File: config.mk
export PLATFORM = sky130hd
export DESIGN_NAME = mux2_rr_arbiter
export DESIGN_NICKNAME = d
export VERILOG_FILES = /design/src/rtl/mux2_rr_arbiter.sv
export SDC_FILE = /design/constraint.sdc
export NUM_CORES = 1
export LEC_CHECK = 0
export ABC_AREA = 1
export CAP_MARGIN = 0
export CORE_AREA = 2 2 39 41
export CTS_BUF_LIST = sky130_fd_sc_hd__clkbuf_8
export CTS_CLUSTER_DIAMETER = 80
export DETAILED_ROUTE_END_ITERATION = 8
export DIE_AREA = 0 0 41 43
export MAX_ROUTING_LAYER = met4
export PLACE_DENSITY = 0.75
export SYNTH_ARGS = -nofsm -noshare
export SYNTH_HDL_FRONTEND = slang
export SYNTH_SLANG_ARGS = --single-unit
File: constraint.sdc
create_clock -name clk -period 1.88 [get_ports clk]
set_input_delay 0.376 -clock clk [delete_from_list [all_inputs] [get_ports clk]]
set_output_delay 0.376 -clock clk [all_outputs]
set_load 0.02 [all_outputs]
File: src/rtl/mux2_rr_arbiter.sv
// Two requesters share one registered 2:1 mux; round-robin
// arbiter owns the select, bounded bursts prevent starvation.
//
// Ports:
//   clk, rst_n     clock, async active-low reset
//   req_a, req_b   level requests, held for the whole transfer
//   a_in, b_in     mux data inputs (WIDTH)
//   gnt_a, gnt_b   registered grants, one-hot or idle
//   sel            registered mux select (0=A, 1=B)
//   x_out          registered mux output (WIDTH)
//   x_valid        x_out carries a transferred beat
module mux2_rr_arbiter #(
  parameter int WIDTH      = 1,
  parameter int MAX_BURST  = 4,
  parameter bit FIRST_PRIO = 1'b0
) (
  input  logic             clk,
  input  logic             rst_n,
  input  logic             req_a,
  input  logic             req_b,
  input  logic [WIDTH-1:0] a_in,
  input  logic [WIDTH-1:0] b_in,
  output logic             gnt_a,
  output logic             gnt_b,
  output logic             sel,
  output logic [WIDTH-1:0] x_out,
  output logic             x_valid
);

  localparam int CW =
    (MAX_BURST > 1) ? $clog2(MAX_BURST) : 1;
  localparam logic [CW-1:0] LIM =
    CW'(MAX_BURST - 1);

  typedef enum logic [1:0] {
    IDLE  = 2'd0,
    OWN_A = 2'd1,
    OWN_B = 2'd2
  } state_t;

  state_t        state;
  state_t        nxt;
  logic [CW-1:0] cnt;
  logic [CW-1:0] cnt_nxt;
  // 0: A served last, 1: B served last
  logic          last;
  logic          last_nxt;
  logic          beat_a;
  logic          beat_b;
  logic          at_lim;

  assign beat_a = (state == OWN_A) && req_a;
  assign beat_b = (state == OWN_B) && req_b;
  assign at_lim = (cnt == LIM);

  always_comb begin
    nxt      = state;
    cnt_nxt  = cnt;
    last_nxt = last;
    unique case (state)
      IDLE: begin
        if (req_a && req_b)
          nxt = last ? OWN_A : OWN_B;
        else if (req_a)
          nxt = OWN_A;
        else if (req_b)
          nxt = OWN_B;
      end
      OWN_A: begin
        if (!req_a) begin
          nxt      = req_b ? OWN_B : IDLE;
          last_nxt = 1'b0;
        end else if (at_lim && req_b) begin
          nxt      = OWN_B;
          last_nxt = 1'b0;
        end else begin
          // uncontended: window restarts
          cnt_nxt = at_lim ? '0 : cnt + 1'b1;
        end
      end
      OWN_B: begin
        if (!req_b) begin
          nxt      = req_a ? OWN_A : IDLE;
          last_nxt = 1'b1;
        end else if (at_lim && req_a) begin
          nxt      = OWN_A;
          last_nxt = 1'b1;
        end else begin
          cnt_nxt = at_lim ? '0 : cnt + 1'b1;
        end
      end
      default: begin
        nxt = IDLE;
      end
    endcase
    if (nxt != state)
      cnt_nxt = '0;
  end

  always_ff @(posedge clk or negedge rst_n) begin
    if (!rst_n) begin
      state <= IDLE;
      cnt   <= '0;
      last  <= ~FIRST_PRIO;
    end else begin
      state <= nxt;
      cnt   <= cnt_nxt;
      last  <= last_nxt;
    end
  end

  always_ff @(posedge clk or negedge rst_n) begin
    if (!rst_n) begin
      gnt_a <= 1'b0;
      gnt_b <= 1'b0;
      sel   <= 1'b0;
    end else begin
      gnt_a <= (nxt == OWN_A);
      gnt_b <= (nxt == OWN_B);
      // sel holds through IDLE
      if (nxt == OWN_A)
        sel <= 1'b0;
      else if (nxt == OWN_B)
        sel <= 1'b1;
    end
  end

  always_ff @(posedge clk or negedge rst_n) begin
    if (!rst_n) begin
      x_out   <= '0;
      x_valid <= 1'b0;
    end else begin
      x_valid <= beat_a || beat_b;
      if (beat_b)
        x_out <= b_in;
      else if (beat_a)
        x_out <= a_in;
    end
  end

endmodule

# Yosys cells after proc, flatten, opt, wreduce, memory -nomap -nowiden
# Cells that the tools add are included.
# word_totals
reg_bits,10
inputBits,6
# classes
n_addsub,1
eq_ne,12
n_mux,27
reduce_logical,13
# ops
cell,n
$mux 2,15
$ne 3x2->1 const B,6
$mux 1,9
$eq 2x2->1 const B,3
$pmux 2 s3,1
$reduce_bool 2->1,3
$logic_and 1x1->1,5
$reduce_and 5->1,1
$eq 2x1->1 const B,2
$pmux 2 s2,1
$reduce_and 3->1,1
$reduce_bool 3->1,1
$add 2x1->2 const B,1
$logic_not 2->1,1
$ne 2x2->1,1
$pmux 1 s2,1
$logic_or 1x1->1,1

# Logic depth before layout (Yosys ltp)
# Gate-level depths: netlist of the first run.
# logic_depth
ltp_word,8
mapped_depth,13

# Least setup slack after synthesis of the first run
# Ideal clock, no wire load.
# synth_timing
kind,register to register
start,register state[0]
end,register sel
setup_ps,126
arrival_time_ps,1584
setup_slack_ps,170
stages_incl_launch_ff,14
path_buffers,0
synth_period_minus_slack_ps,1710
path_cell_list,dfrtp_1 inv_1 ha_1 nand2_4 inv_2 nand2_2 nand2_1 nand2_1 nand3_2 nand2_2 inv_1 ha_1 nand2_1 o21ai_0
# synth_via
word_cells_on_any_way,15
cone_classes,4 x eq/ne; 9 x mux; 2 x reduce/logical
# synth_lines
item,line,text
"start, declared",41,state_t state;
"start signal, assigned",106,state <= nxt;
"$eq 2x2->1, or another cell as far along",60,unique case (state)
$pmux 2 s3 *,60,
named net nxt[1],42,state_t nxt;
$eq 2x1->1 / $eq 2x2->1 (equally long branches),"121, 123",
$mux 1 / $reduce_bool 2->1 (equally long branches),-,
"end signal, assigned",116,sel <= 1'b0;
"end signal, assigned",122,sel <= 1'b0;
"end signal, assigned",124,sel <= 1'b1;
"end, declared",25,"output logic sel,"
# The timed path passes the listed nets; every way through them passes the cells marked *.
# A chain may end at the register's enable or synchronous reset.

# Worst setup path after layout of the first run
# layout_timing
start,register state[0]
end,register sel
# layout_via
elab_chain_len,6
word_cells_on_any_way,15
cone_classes,4 x eq/ne; 9 x mux; 2 x reduce/logical
# layout_lines
item,line,text
$mux 2,66,else if (req_b)
$mux 2,64,else if (req_a)
$mux 2,62,if (req_a && req_b)
$pmux 2 s3 *,60,
$eq 2x1->1 / $eq 2x2->1 (equally long branches),"121, 123",
$mux 1 / $reduce_bool 2->1 (equally long branches),-,
# Every way passes the cells marked *; elsewhere a longest branch is shown, timed or not.

==> results_dict.tcl, run 1 <==
set metrics [dict create \
    root_buffer "clkbuf_8" \
    drtAntennaViolNets 0 \
    route.detailed.drc 0 \
    drive_above_1_share_pct 26.36 \
    cts.htree.levels 1 \
    max-slew-margin-rel_pct 72.03 \
    period_minus_slack_ns 1.758 \
    drt-initial-drc-count 16 \
    period_share_pct 93.52 \
    ys_ff_latch 10 \
    fillCellCount 130 \
    clock_latency_ns 0.23 \
    path_class "flip-flop to flip-flop" \
    regArea_um2 254.0 \
    pwr-share-seq_pct 25.4 \
    irDropWorstVdd_mv 0.8726 \
    route.met2.wl_um 743 \
    synth_warnings 0 \
    die-area_um2 1763 \
    p_sw_uw 556.6 \
    wl_per_cell_um 11.09 \
    clkPwrFrac_pct 19.0 \
    num_vias 609 \
    grt-ovfl-total 0 \
    syn2layout_area_growth_pct 39.66 \
    critPathBufInv 3 \
    max-cap-violations 0 \
    port_buffers 10 \
    pwr-share-comb_pct 55.6 \
    finalHoldViolCount 0 \
    clock-sinks 10 \
    syn_area_um2 659.4 \
    startpoint_type "flip-flop" \
    pre_cts_ws_ns -0.2431 \
    setup_tns_ns 0 \
    boundaryPins 11 \
    grt_pass1_vias 553 \
    drt-met1-wl_um 577 \
    fp.dieH_um 43 \
    diodes 0 \
    cts_buffer_depth 2 \
    cp_max_fo 5 \
    vias_per_cell 4.833 \
    grt_usage_pct 17.92 \
    die_w_um 41 \
    rows 14 \
    synth.net_count 99 \
    nets 124 \
    ctsHoldBuffers 0 \
    routed_wl_um 1397 \
    fin_worst_skew_ns 0.001940 \
    end_kind "flip-flop" \
    synth.distinct_cells 18 \
    clock.fmax_mhz 568.8 \
    grt_max_degree 11 \
    internal-power_uw 856.7 \
    cts_tree "yes" \
    hp-class "input pin to asynchronous set/reset pin" \
    outcome "finished clean" \
    multi_input_area_um2 351.6 \
    grt_pass1_wl_um 2145 \
    dr_wl_met3_um 72 \
    drt_first_pass_iters 4 \
    finalSetupViolCount 0 \
    synth_cells 86 \
    tightest_slew_ns 0.4183 \
    top_layer_used "met4" \
    place_congestion 0.7816 \
    cts_buffers 3 \
    crit_chain "inv_1, buf_4, ha_1, inv_1, nor2_1, nand2_1, nand3_1, nand2_2, ha_1, nand2_1, o21ai_0" \
    path_clk_slew_ns 0.05 \
    hpwl_um 1046 \
    slew_viol_final 0 \
    required_ns 2.00 \
    core-area_um2 1384 \
    cp_slowest_stage_delay_ns 0.43 \
    critPathTopFamily "adder cells" \
    yosysSeqAreaShare_pct 38.14 \
    critical_path_arrival_ns 1.87 \
    p_leak_uw 0.0005053 \
    slowest_stage "dfrtp_2" \
    avgSynthCellArea_um2 7.667 \
    fin_ws_ns 0.1218 \
    antenna_found_initial 0 \
    switching_share_pct 39.38 \
    pwr_density_cell_nw_per_um2 1535 \
    initial_core_util_pct 47.65 \
]
[sequential cells by signal, indices dropped and copies added, names as in the netlist]
| register | count |
|---|---|
| last | 1 |
| x_out | 1 |
| sel | 1 |
| x_valid | 1 |
| gnt_b | 1 |
| cnt | 2 |
| state | 2 |
| gnt_a | 1 |
[power by group through the flow]
stage	sequential (uW)	clock, uW	combinational (uW)
detailed placement	362	0	745
floorplan	409	0	403
CTS	359	274	748
finish	360	268	786
global placement	358	0	723
global route	370	285	880
[area by class of cell]
| cell class | instances | share of cell area [%] |
|---|---|---|
| Clock buffer | 4 | 5.978 |
| Tap cell | 16 | 2.174 |
| Sequential cell | 10 | 27.58 |
| Timing Repair Buffer | 21 | 20.38 |
| Multi-Input combinational cell | 61 | 38.18 |
| Inverter | 14 | 5.707 |
[stage by stage]
step	total power [uW]	instances	cell area [um^2]	utilization (%)	hold WS (ns)
finish	1413	126	920.9	66.55	0.4448
global route	1535	126	920.9	66.55	0.4990
global placement	1081	120	835.8	60.40	0.4642
floorplan	812.1	86	659.4	-	0.08041
detailed placement	1106	120	835.8	60.40	0.4896
CTS	1382	124	890.9	64.38	0.4558
[kinds of logic after synthesis]
logic type      Yosys count  synth area share [%]
buf+inv                  15                 9.677
fa+ha+maj                 7                 13.28
flops                    10                 38.14
simple gates             46                 31.31
compound gates            8                 7.592
[per-layer routing]
layer / track usage [%] / vias to the layer above
li1: - / 319
met1: 22.87 / 267
met2: 28.75 / 21
met3: 4.712 / 2
met4: 2.000 / 0
met5: - / -
[worst paths after layout]
path	start	end	slack [ns]	depth (start not counted)
min	rst_n	gnt_a	0.44	1
min reg2reg	sel	sel	0.50	2
max	state[0]	sel	0.12	11
max in group asynchronous	rst_n	last	1.11	1
max reg2reg	state[0]	sel	0.12	11
min in group clk	sel	sel	0.50	2
[Yosys cell counts, drive strengths merged]
| cell type | instances | area [um^2] |
|---|---|---|
| nand2 | 29 | 121.4 |
| inv | 14 | 52.55 |
| nand3 | 11 | 60.06 |
| dfrtp | 9 | 225.2 |
| ha | 7 | 87.58 |
| nor2 | 5 | 18.77 |
| o21ai | 4 | 20.02 |
| a21boi | 1 | 7.510 |
| a31oi | 1 | 6.260 |
| buf | 1 | 11.26 |
| dfstp | 1 | 26.28 |
| o2111ai | 1 | 8.760 |
| o21bai | 1 | 7.510 |
| or2 | 1 | 6.260 |
[placed cells by master, fill, tap and decap left out]
master / Yosys / layout
dfrtp_1: 9 / 7
a31oi_1: 1 / 1
inv_1: 12 / 11
nand2_2: 2 / 3
nand3_2: 1 / 1
clkbuf_8: 0 / 4
or2_2: 1 / 1
nand2_1: 26 / 25
buf_4: 0 / 11
ha_1: 7 / 5
ha_2: 0 / 2
dlymetal6s2s_1: 0 / 2
nand3_1: 10 / 10
dfrtp_2: 0 / 2
inv_2: 2 / 3
o2111ai_1: 1 / 1
o21bai_1: 1 / 1
o21ai_0: 4 / 4
dfstp_2: 1 / 1
a21boi_1: 1 / 1
clkdlybuf4s50_1: 0 / 8
nand2_4: 1 / 1
nor2_1: 5 / 5
[worst reg2reg max path, stage by stage, from the launching register on]
cell and delay (ns):
dfrtp_2 0.43, inv_1 0.09, buf_4 0.12, ha_1 0.17
inv_1 0.05, nor2_1 0.09, nand2_1 0.05, nand3_1 0.12
nand2_2 0.09, ha_1 0.31, nand2_1 0.06, o21ai_0 0.06
[repair_timing]
| action | in CTS | in global routing |
|---|---|---|
| setup buffers | 0 | 2 |
| setup endpoints to repair | 0 | 2 |
| resized for setup | 0 | 8 |
| endpoints found under the hold margin | 0 | 0 |
Note: power is estimated with default switching activity, not from simulation.
==> inputs of run 2 (changes only) <==
--- a/config.mk
+++ b/config.mk
@@ -7,13 +7,13 @@
 export LEC_CHECK = 0
 export ABC_AREA = 1
 export CAP_MARGIN = 0
-export CORE_AREA = 2 2 39 41
+export CORE_UTILIZATION = 46
 export CTS_BUF_LIST = sky130_fd_sc_hd__clkbuf_8
 export CTS_CLUSTER_DIAMETER = 80
 export DETAILED_ROUTE_END_ITERATION = 8
-export DIE_AREA = 0 0 41 43
 export MAX_ROUTING_LAYER = met4
-export PLACE_DENSITY = 0.75
+export PLACE_DENSITY = 0.71
+export SETUP_SLACK_MARGIN = 0.4
 export SYNTH_ARGS = -nofsm -noshare
 export SYNTH_HDL_FRONTEND = slang
 export SYNTH_SLANG_ARGS = --single-unit
==> results_dict.tcl, run 2 (synthesis gave the netlist of run 1 again) <==
set metrics [dict create \
    outcome "finished clean" \
    place_congestion 0.8768 \
    root_buffer "clkbuf_8" \
    critical_path_arrival_ns 1.78 \
    end_kind "flip-flop" \
    drtAntennaViolNets 0 \
    antenna_found_initial 0 \
    fin_worst_skew_ns 0.002685 \
    grt-ovfl-total 0 \
    clock.fmax_mhz 602.8 \
    r2r_slack_ns 0.22 \
    p_leak_uw 0.0005815 \
    grt_max_degree 11 \
    path_clk_slew_ns 0.05 \
    pre_cts_ws_ns -0.1038 \
    tightest_slew_ns 0.4475 \
    period_share_pct 88.24 \
    cts_tree "yes" \
    hp-class "input pin to asynchronous set/reset pin" \
    r2r_cells 13 \
    rsz0062_at_grt "yes" \
    required_ns 2.01 \
    holdWs_ns 0.4535 \
    routed_wl_um 1941 \
    drt_first_pass_iters 4 \
    rows 13 \
    max-cap-violations 0 \
    die_w_um 39.86 \
    drt-initial-drc-count 19 \
    cp_max_fo 3 \
    finalSetupViolCount 0 \
    vias_per_cell 5.230 \
    total_power_uw 1791 \
    reg2reg_to "sel" \
    core-area_um2 1318 \
    path_class "flip-flop to flip-flop" \
    wl_per_cell_um 13.96 \
    grt_pass1_vias 666 \
    r2r_start "state[0]" \
    irDropWorstVdd_mv 1.164 \
    grt_usage_pct 26.60 \
    final_common_cell "buf_4" \
    startpoint_type "flip-flop" \
    syn2layout_area_growth_pct 68.12 \
    cts_buffer_depth 2 \
    drive_above_1_share_pct 49.19 \
    cts.htree.levels 1 \
    slew_viol_final 0 \
    route.detailed.drc 0 \
    clock_latency_ns 0.24 \
    num_vias 727 \
    die-area_um2 1589 \
    hpwl_um 1006 \
    clock-sinks 10 \
    nets 138 \
    period_minus_slack_ns 1.659 \
    fin_ws_ns 0.2211 \
    finalHoldViolCount 0 \
    pwr_density_cell_nw_per_um2 1615 \
    initial_core_util_pct 50.05 \
    diodes 0 \
    port_buffers 10 \
    boundaryPins 11 \
    final_cell_mix "24 x buf_4, 21 x nand2_1, 8 x nand3_1" \
    largestRegisters "cnt (2), state (2)" \
    cts_buffers 3 \
    setup_tns_ns 0 \
    max-slew-margin-rel_pct 70.08 \
    ctsHoldBuffers 0 \
    grt_pass1_wl_um 2635 \
    fp.dieH_um 39.86 \
]
-- run 2: where the power goes --
group | leakage, uW | total (uW) | switching, uW | internal [uW]
Clock | 0.0000288 | 268 | 84.2 | 184
Combinational | 0.000430 | 1150 | 592 | 556
Sequential | 0.000122 | 375 | 67.1 | 308
Total | 0.000582 | 1790 | 743 | 1050
-- run 2: stage by stage --
step           instance area (um^2)  util [%]  std cells
6_report                       1109     84.14        139
5_1_grt                        1109     84.14        139
4_1_cts                        1044     79.20        137
3_5_place_dp                  840.8     63.82        116
3_3_place_gp                  840.8     63.82        116
2_1_floorplan                 688.2         -         86
-- run 2: worst max-delay path by stage --
stage	to	depth (start not counted)	slack (ns)	from
CTS	sel	13	0.28	state[0]
finish	sel	13	0.22	state[0]
global placement	sel	13	-0.06	req_b
floorplan	sel	13	0.31	state[0]
detailed placement	sel	13	-0.10	req_b
global route	sel	11	0.10	cnt[0]
-- run 2: critical path, cell delays in order, from the launching register on --
cell	delay, ns
dfrtp_2	0.45
inv_4	0.09
ha_4	0.16
nand2_4	0.05
inv_2	0.05
nand2_2	0.06
nand2_1	0.07
nand2_1	0.06
nand3_2	0.08
nand2_2	0.08
inv_2	0.08
ha_4	0.20
nand2_2	0.06
o21ai_2	0.05
-- run 2: cell type report --
type	instances	area, um^2
tap	15	18.77
timing repair buffer	35	282.8
sequential	10	254.0
clock buffer	4	55.05
inverter	14	55.05
fill	88	209.0
multi-input combinational	61	442.9
-- run 2: metal layers --
metal	up-vias	track usage [%]	part of all wire, %
li1	347	-	-
met2	33	48.79	55
met1	336	25.09	36
met4	0	7.759	2.6
met5	-	-	0
met3	11	10.23	6.4
-- run 2: timing repair --
| action | CTS | global route |
|---|---|---|
| pin swaps | 7 | 10 |
| resized for setup | 16 | 16 |
| setup buffers | 17 | 2 |
| endpoints found under the setup margin | 10 | 7 |
